$ cat src/rtl/hwpe_axi_stream_packer.sv
// Packs PACK_FACTOR narrow valid/grant beats into one wide word.
// A last_in beat closes the word early; unused lanes are zero with strb low.
module hwpe_axi_stream_packer #(
    parameter int DATA_WIDTH  = 32,
    parameter int PACK_FACTOR = 4
) (
    input  logic                              clk,
    input  logic                              rst_n,
    input  logic [DATA_WIDTH-1:0]             data_in,
    input  logic                              valid_in,
    input  logic                              last_in,
    output logic                              grant_out,
    output logic [PACK_FACTOR*DATA_WIDTH-1:0] data_out,
    output logic [PACK_FACTOR-1:0]            strb_out,
    output logic                              last_out,
    output logic                              valid_out,
    input  logic                              grant_in
);

    localparam int CNT_WIDTH = $clog2(PACK_FACTOR);
    localparam int WW        = PACK_FACTOR * DATA_WIDTH;

    logic [CNT_WIDTH-1:0]   cnt_q, cnt_d;
    logic [WW-1:0]          acc_q, acc_d;
    logic [PACK_FACTOR-1:0] acc_strb_q, acc_strb_d;
    logic [WW-1:0]          out_data_q, out_data_d;
    logic [PACK_FACTOR-1:0] out_strb_q, out_strb_d;
    logic                   out_last_q, out_last_d;
    logic                   valid_q, valid_d;

    logic [WW-1:0]          merged_data;
    logic [PACK_FACTOR-1:0] merged_strb;
    logic                   accept;
    logic                   complete;
    logic                   consume;

    assign grant_out = !valid_q || grant_in;
    assign valid_out = valid_q;
    assign data_out  = out_data_q;
    assign strb_out  = out_strb_q;
    assign last_out  = out_last_q;

    assign accept   = valid_in && grant_out;
    assign complete = accept &&
                      (last_in || cnt_q == CNT_WIDTH'(PACK_FACTOR - 1));
    assign consume  = valid_q && grant_in;

    // Current accumulator with the incoming beat dropped into lane cnt.
    always_comb begin
        merged_data = acc_q;
        merged_strb = acc_strb_q;
        for (int i = 0; i < PACK_FACTOR; i++) begin
            if (cnt_q == CNT_WIDTH'(i)) begin
                merged_data[i*DATA_WIDTH +: DATA_WIDTH] = data_in;
                merged_strb[i] = 1'b1;
            end
        end
    end

    always_comb begin
        cnt_d      = cnt_q;
        acc_d      = acc_q;
        acc_strb_d = acc_strb_q;
        out_data_d = out_data_q;
        out_strb_d = out_strb_q;
        out_last_d = out_last_q;
        valid_d    = valid_q;

        if (consume) begin
            valid_d = 1'b0;
        end

        if (complete) begin
            out_data_d = merged_data;
            out_strb_d = merged_strb;
            out_last_d = last_in;
            valid_d    = 1'b1;
            acc_d      = '0;
            acc_strb_d = '0;
            cnt_d      = '0;
        end else if (accept) begin
            acc_d      = merged_data;
            acc_strb_d = merged_strb;
            cnt_d      = cnt_q + 1'b1;
        end
    end

    always_ff @(posedge clk) begin
        if (!rst_n) begin
            cnt_q      <= '0;
            acc_q      <= '0;
            acc_strb_q <= '0;
            out_data_q <= '0;
            out_strb_q <= '0;
            out_last_q <= 1'b0;
            valid_q    <= 1'b0;
        end else begin
            cnt_q      <= cnt_d;
            acc_q      <= acc_d;
            acc_strb_q <= acc_strb_d;
            out_data_q <= out_data_d;
            out_strb_q <= out_strb_d;
            out_last_q <= out_last_d;
            valid_q    <= valid_d;
        end
    end

endmodule
$ cat config.mk
export PLATFORM = sky130hd
export DESIGN_NAME = hwpe_axi_stream_packer
export DESIGN_NICKNAME = d
export VERILOG_FILES = /design/src/rtl/hwpe_axi_stream_packer.sv
export SDC_FILE = /design/constraint.sdc
export NUM_CORES = 1
export LEC_CHECK = 0
export BUFFER_PORTS_ARGS = -buffer_cell sky130_fd_sc_hd__buf_2
export CAP_MARGIN = 25
export CORE_ASPECT_RATIO = 1.1
export CORE_MARGIN = 10
export CORE_UTILIZATION = 30
export DETAILED_ROUTE_END_ITERATION = 10
export PLACE_DENSITY = 0.57
export SLEW_MARGIN = 15
export SYNTH_ARGS = -nofsm -noshare
export SYNTH_HDL_FRONTEND = slang
export SYNTH_SLANG_ARGS = --single-unit
$ cat constraint.sdc
create_clock -name clk -period 3.72 [get_ports clk]
set_input_delay 0.186 -clock clk [delete_from_list [all_inputs] [get_ports clk]]
set_output_delay 0.186 -clock clk [all_outputs]
set_load 0.005 [all_outputs]
==> flow_metrics.tcl, run 1 <==
set metrics [dict create \
    rr_startpoint "cnt_q[0]$_SDFFE_PP0P_" \
    cts_buffers 29 \
    core_area_um2 38200 \
    hold_path_depth 3 \
    yosysTopAreaCell "dfxtp_1" \
    syn_nets 1313 \
    ys_warn_count 0 \
    grt_overflow 0 \
    antenna_found_initial 0 \
    crit_top_cell "buf_4" \
    ys_top_cells_by_area "dfxtp_1, mux2_2, mux2i_1" \
    wl_met1_um 16400 \
    ys_ff_latch 268 \
    area_growth_pct 21.2 \
    r2r_end "acc_q[26]$_SDFFE_PP0P_" \
    hpwl_um 22600 \
    wl_per_cell_um 18.2 \
    slew_headroom_pct 42.9 \
    async_flop_share_pct 0 \
    period_needed_ns 2.27 \
    worstPathRequired_ns 4.18 \
    dp_cells 1838 \
    die_h_um 226 \
    synth_area_per_cell_um2 9.13 \
    cp-end-kind "flop" \
    antenna_cells 0 \
    finalHoldViolations 0 \
    setup_violations 0 \
    critical_path_buf_inv_count 3 \
    vias 9417 \
    hold_end "acc_q[65]$_SDFFE_PP0P_" \
    rows 75 \
    cts_resized 0 \
    synth_ff_type "dfxtp_1" \
    clk_latency_ns 0.56 \
    peakVddDrop_uv 307 \
    drcViolationCount 0 \
    portBuffers 171 \
    finClkSkew_ns 0.0186 \
    reg2reg_slack_ns 1.45 \
    vias_per_cell 4.89 \
    pin_count 172 \
    post-route-period-util_pct 61.0 \
    routed_wl_um 35100 \
    dr.pass1.iters 7 \
    initial_utilization_pct 30.4 \
    final_nets 1444 \
    synthDistinctLibCells 26 \
    power_density_nw_per_um2 465 \
    grt_pass1_wl_um 55100 \
    first_global_vias 9281 \
    fin_cells 1924 \
    critPathMaxFanout 28 \
    grt_max_degree 145 \
    path_cells "inv_1 > ha_2 > buf_4 > and2_1 > buf_4 > nand3_1 > a21oi_1" \
    slew_violations 0 \
    worst_pin_slew_ns 0.857 \
    cpPeakStageDelay_ns 0.38 \
    clkSinkCount 268 \
    met2WireLength_um 15400 \
    wl_met3_um 2780 \
    track_usage_pct 14.3 \
    slowest_stage "ha_2" \
    critPathTopFamily "buffers and inverters" \
    ant_nets 0 \
    netlist_area_um2 11600 \
    final.setup.tns_ns 0 \
    cap_violations 0 \
    highest-signal-layer "met4" \
    hp-class "in -> reg" \
    clockRootBuffer "clkbuf_16" \
    fmax_mhz 441 \
    hold_start "data_in[1]" \
    clk_pin_slew_ns 0.07 \
    syn_inst 1272 \
    reg2reg_depth 7 \
    total_leakage_power_uw 0.00621 \
    synth_top_area_share_pct 46.2 \
    crit_path_start_kind "flop" \
    rsz0062_at_grt "no" \
    h-tree-depth 1 \
    critical_path_class "reg -> reg" \
    tritoncts "done" \
    place_congestion 0.737 \
    synth-edff-count 0 \
    outcome "finished clean" \
    cts_buffer_depth 3 \
    ys_seq_area_share_pct 46.2 \
    drive_above_1_share_pct 26.5 \
    drt_iter0_markers 622 \
    arrival_ns 2.73 \
    dieArea_um2 47000 \
    dieWidth_um 208 \
]
==> registers in the layout, indices dropped and copies added (netlist names) <==
register,cells
data_out,128
acc_q,128
valid_out,1
strb_out,4
cnt_q,2
acc_strb_q,4
last_out,1
==> kinds of logic (layout without fill, tap and decap cells) <==
group                      after synthesis  count (layout)  synth area share (%)
muxes                                  259             259                  23.7
DFF                                    268             268                  46.2
buffers and inverters                  128             280                  5.56
AOI/OAI and AO/OA                      209             209                  9.15
and+or+nand+nor                        404             404                  14.9
adders and majority gates                4               4                 0.431
==> cells in the final DEF (no fill, tap or decap), drive strengths merged, types with 43 or more instances in the layout <==
cell | netlist | final
o21ai | 101 | 101
buf | 54 | 191
a21oi | 102 | 102
nand3 | 98 | 98
clkbuf | 69 | 43
dfxtp | 268 | 268
mux2 | 128 | 128
mux2i | 131 | 131
nand2 | 263 | 263
==> cell type report <==
cell class	count	area [um2]
clock inverter	9	98.8
sequential	268	5370
inverter	5	21.3
timing repair buffer	223	1440
fill	3844	24100
tap	500	626
multi-input combinational	876	5640
clock buffer	43	878
==> routing by layer <==
layer / track usage, % / vias to the layer above
li1: - / 4629
met5: 0 / -
met4: 3.32 / 0
met1: 19.5 / 4497
met3: 3.88 / 36
met2: 22.0 / 255
==> Yosys cell counts (2+ instances only) <==
master and number:
a21oi_1 102, a31oi_1 2, and2_1 3, and3_1 32, buf_1 6, buf_2 30
buf_4 2, buf_6 16, clkbuf_1 69, dfxtp_1 268, ha_1 4, inv_1 3
inv_2 2, mux2_2 128, mux2i_1 131, nand2_1 263, nand3_1 98, nor2_1 5
o21ai_0 101
==> through the flow <==
stage / total power, uW / hold slack (ns) / setup slack [ns] / instance area [um2] / utilization (%)
after global routing: 6800 / 0.0290 / 1.29 / 14100 / 36.8
after CTS: 6630 / 0.00267 / 1.10 / 14000 / 36.7
after global placement: 3620 / 0.435 / 1.31 / 12700 / 33.1
after detailed placement: 3640 / 0.440 / 1.32 / 12700 / 33.3
final: 6540 / 0.0175 / 1.45 / 14100 / 36.8
after floorplan: 3430 / 0.334 / 2.04 / 11600 / -
==> worst min-delay path: stages <==
cell and delay [ns]:
buf_2 0.18, nand3_1 0.09, a21oi_1 0.05
==> report_power, final <==
| part | internal (uW) | switching, uW | leakage (uW) |
|---|---|---|---|
| Sequential | 2940 | 31.5 | 0.00217 |
| Combinational | 251 | 383 | 0.00355 |
| Clock | 1760 | 1180 | 0.000490 |
| Total | 4950 | 1600 | 0.00621 |
==> what timing repair did <==
action	in CTS	in global routing
hold buffers	32	0
setup buffers	0	0
hold endpoints to repair	91	0
==> worst max-delay path by stage <==
stage | depth (start not counted) | slack (ns) | from | endpoint
finish | 7 | 1.45 | cnt_q[0]$_SDFFE_PP0P_ | acc_q[26]$_SDFFE_PP0P_
global route | 7 | 1.29 | cnt_q[0]$_SDFFE_PP0P_ | acc_q[17]$_SDFFE_PP0P_
CTS | 3 | 1.10 | valid_out$_SDFFE_PN0P_ | grant_out
detailed placement | 4 | 1.32 | valid_out$_SDFFE_PN0P_ | data_out[0]$_SDFFE_PN0P_
global placement | 4 | 1.31 | valid_out$_SDFFE_PN0P_ | acc_q[2]$_SDFFE_PP0P_
floorplan | 8 | 2.04 | cnt_q[0]$_SDFFE_PP0P_ | acc_q[114]$_SDFFE_PP0P_
(Power assumes the default switching activity.)
==> inputs of run 2 (changes only) <==
PLACE_DENSITY = 0.59   (was 0.57)
clock period = 2.05 ns   (was 3.72 ns; I/O delays follow)
==> run 2 against run 1 <==
  * Non-clock buffer count grew 13
  * First-iteration DRC count grew 21%
  * Via count grew 0.33%
  * Sequential power grew 81%
  * Hold slack gained 0.20 ns
  * Flip-flop and latch count is the same
  * Die area is the same
  * Clock power grew 81%
  * Fmax grew 16%
  * Wire length shrank 1.4%
  * Count of clock-buffer cells in the layout shrank 5
  * Total power grew 81%
  * Critical endpoint is now data_out[35]$_SDFFE_PN0P_
  * Highest routed layer unchanged
==> flow_metrics.tcl, run 2 (same netlist as run 1, synthesis figures left out) <==
set metrics [dict create \
    critPathMaxFanout 57 \
    slew_violations 0 \
    fin_ws_ns 0.0976 \
    grt_overflow 0 \
    hpwl_um 22300 \
    final_core_util_pct 37.2 \
    setup_violations 0 \
    core_area_um2 38200 \
    hold_path_depth 4 \
    fin_cells 1938 \
    initial_utilization_pct 30.4 \
    grt_max_degree 85 \
    vias_per_cell 4.88 \
    rr_startpoint "cnt_q[0]$_SDFFE_PP0P_" \
    drt_iter0_markers 752 \
    critical_path_class "reg -> reg" \
    drive_above_1_share_pct 26.9 \
    place_congestion 0.724 \
    area_growth_pct 22.5 \
    portBuffers 171 \
    final_nets 1458 \
    vias 9448 \
    clk_pin_slew_ns 0.07 \
    wl_met1_um 16400 \
    ant_nets 0 \
    fmax_mhz 512 \
    critical_path_buf_inv_count 1 \
    critPathTopFamily "simple AND/OR/NAND/NOR gates" \
    crit_path_start_kind "flop" \
    clk_latency_ns 0.56 \
    met2WireLength_um 15000 \
    outcome "finished clean" \
    dieWidth_um 208 \
    peakVddDrop_uv 565 \
    final.setup.tns_ns 0 \
    layout_common_cells "dfxtp_1, nand2_1, buf_2" \
    worstPathRequired_ns 2.53 \
    wl_met3_um 2410 \
    arrival_ns 2.43 \
    final_common_cell "dfxtp_1" \
    hold_end "acc_strb_q[1]$_SDFFE_PP0P_" \
    highest-signal-layer "met4" \
    hp-class "in -> reg" \
    power_density_nw_per_um2 835 \
    antenna_found_initial 0 \
    post-cts-setup-buffers 0 \
    cts_resized 0 \
    slew_headroom_pct 63.7 \
    antenna_cells 0 \
    reg2reg_slack_ns 0.1 \
    clkSinkCount 268 \
    pin_count 172 \
    reg2reg_depth 5 \
    total_leakage_power_uw 0.00627 \
    place_ws_ns 0.117 \
    rows 75 \
    cpPeakStageDelay_ns 0.36 \
    hold_start "grant_in" \
    h-tree-depth 1 \
    drcViolationCount 0 \
    grt_pass1_wl_um 53700 \
    finalHoldViolations 0 \
    rsz0062_at_grt "no" \
    dp_cells 1850 \
    path_cells "ha_2 > nor2_1 > or3_4 > buf_12 > mux2i_1" \
    track_usage_pct 13.9 \
    die_h_um 226 \
    clockRootBuffer "clkbuf_16" \
    dieArea_um2 47000 \
    cap_violations 0 \
    post-route-period-util_pct 95.2 \
    cp-end-kind "flop" \
    slowest_stage "or3_4" \
    cts_buffers 29 \
    r2r_end "data_out[35]$_SDFFE_PN0P_" \
    period_needed_ns 1.95 \
    wl_per_cell_um 17.8 \
    first_global_vias 9136 \
    worst_pin_slew_ns 0.545 \
    routed_wl_um 34600 \
    dr.pass1.iters 5 \
    cts_buffer_depth 3 \
    finClkSkew_ns 0.0115 \
    tritoncts "done" \
]
## run 2: cell types whose count changed in the layout (fill, tap and decap cells not counted), moves of 3 or more
cell / change
buf_12: +10
buf_16: -3
buf_4: +4
clkbuf_8: -6
clkinvlp_4: +3
dlygate4sd3_1: +3
## run 2: per-layer routing
metal	track usage, %	up-vias
met5	0	-
met2	21.1	235
li1	-	4652
met1	19.2	4514
met3	3.37	47
met4	3.86	0
## run 2: where the power goes
group	switching (uW)	total [uW]	leakage (uW)	internal [uW]
clock	2190	5310	0.000468	3120
sequential	54.2	5380	0.00217	5330
combinational	697	1180	0.00363	484
## run 2: per-stage QoR
step | hold WS, ns | instance area (um2) | power, uW
2_1_floorplan | 0.250 | 11600 | 6220
6_report | 0.219 | 14200 | 11900
3_3_place_gp | 0.406 | 12900 | 6610
4_1_cts | 0.161 | 14200 | 12000
5_1_grt | 0.226 | 14200 | 12300
3_5_place_dp | 0.408 | 12900 | 6630
## run 2: worst max path at each step
| stage | startpoint | endpoint | slack [ns] | cells after the start |
|---|---|---|---|---|
| floorplan | cnt_q[0]$_SDFFE_PP0P_ | acc_q[114]$_SDFFE_PP0P_ | 0.37 | 8 |
| global placement | cnt_q[0]$_SDFFE_PP0P_ | data_out[42]$_SDFFE_PN0P_ | 0.21 | 5 |
| detailed placement | cnt_q[0]$_SDFFE_PP0P_ | data_out[35]$_SDFFE_PN0P_ | 0.12 | 5 |
| CTS | cnt_q[0]$_SDFFE_PP0P_ | data_out[5]$_SDFFE_PN0P_ | 0.08 | 5 |
| global route | cnt_q[0]$_SDFFE_PP0P_ | data_out[35]$_SDFFE_PN0P_ | 0.002 | 5 |
| finish | cnt_q[0]$_SDFFE_PP0P_ | data_out[35]$_SDFFE_PN0P_ | 0.1 | 5 |
## run 2: worst min-delay path: stages
cell	delay [ns]
buf_2	0.11
nor2b_4	0.25
o31ai_4	0.15
nor2_1	0.11
## run 2: what timing repair did
item                                   in CTS  in global routing
setup endpoints to repair                   0                  1
hold buffers                               35                  0
endpoints found under the hold margin     112                  0
## run 2: final cells by class
cell class,count,area [um2]
fill,3821,24000
timing repair buffer,236,1600
inverter,5,21.3
clock buffer,38,800
sequential,268,5370
tap,500,626
clock inverter,14,159
multi-input combinational,877,5640
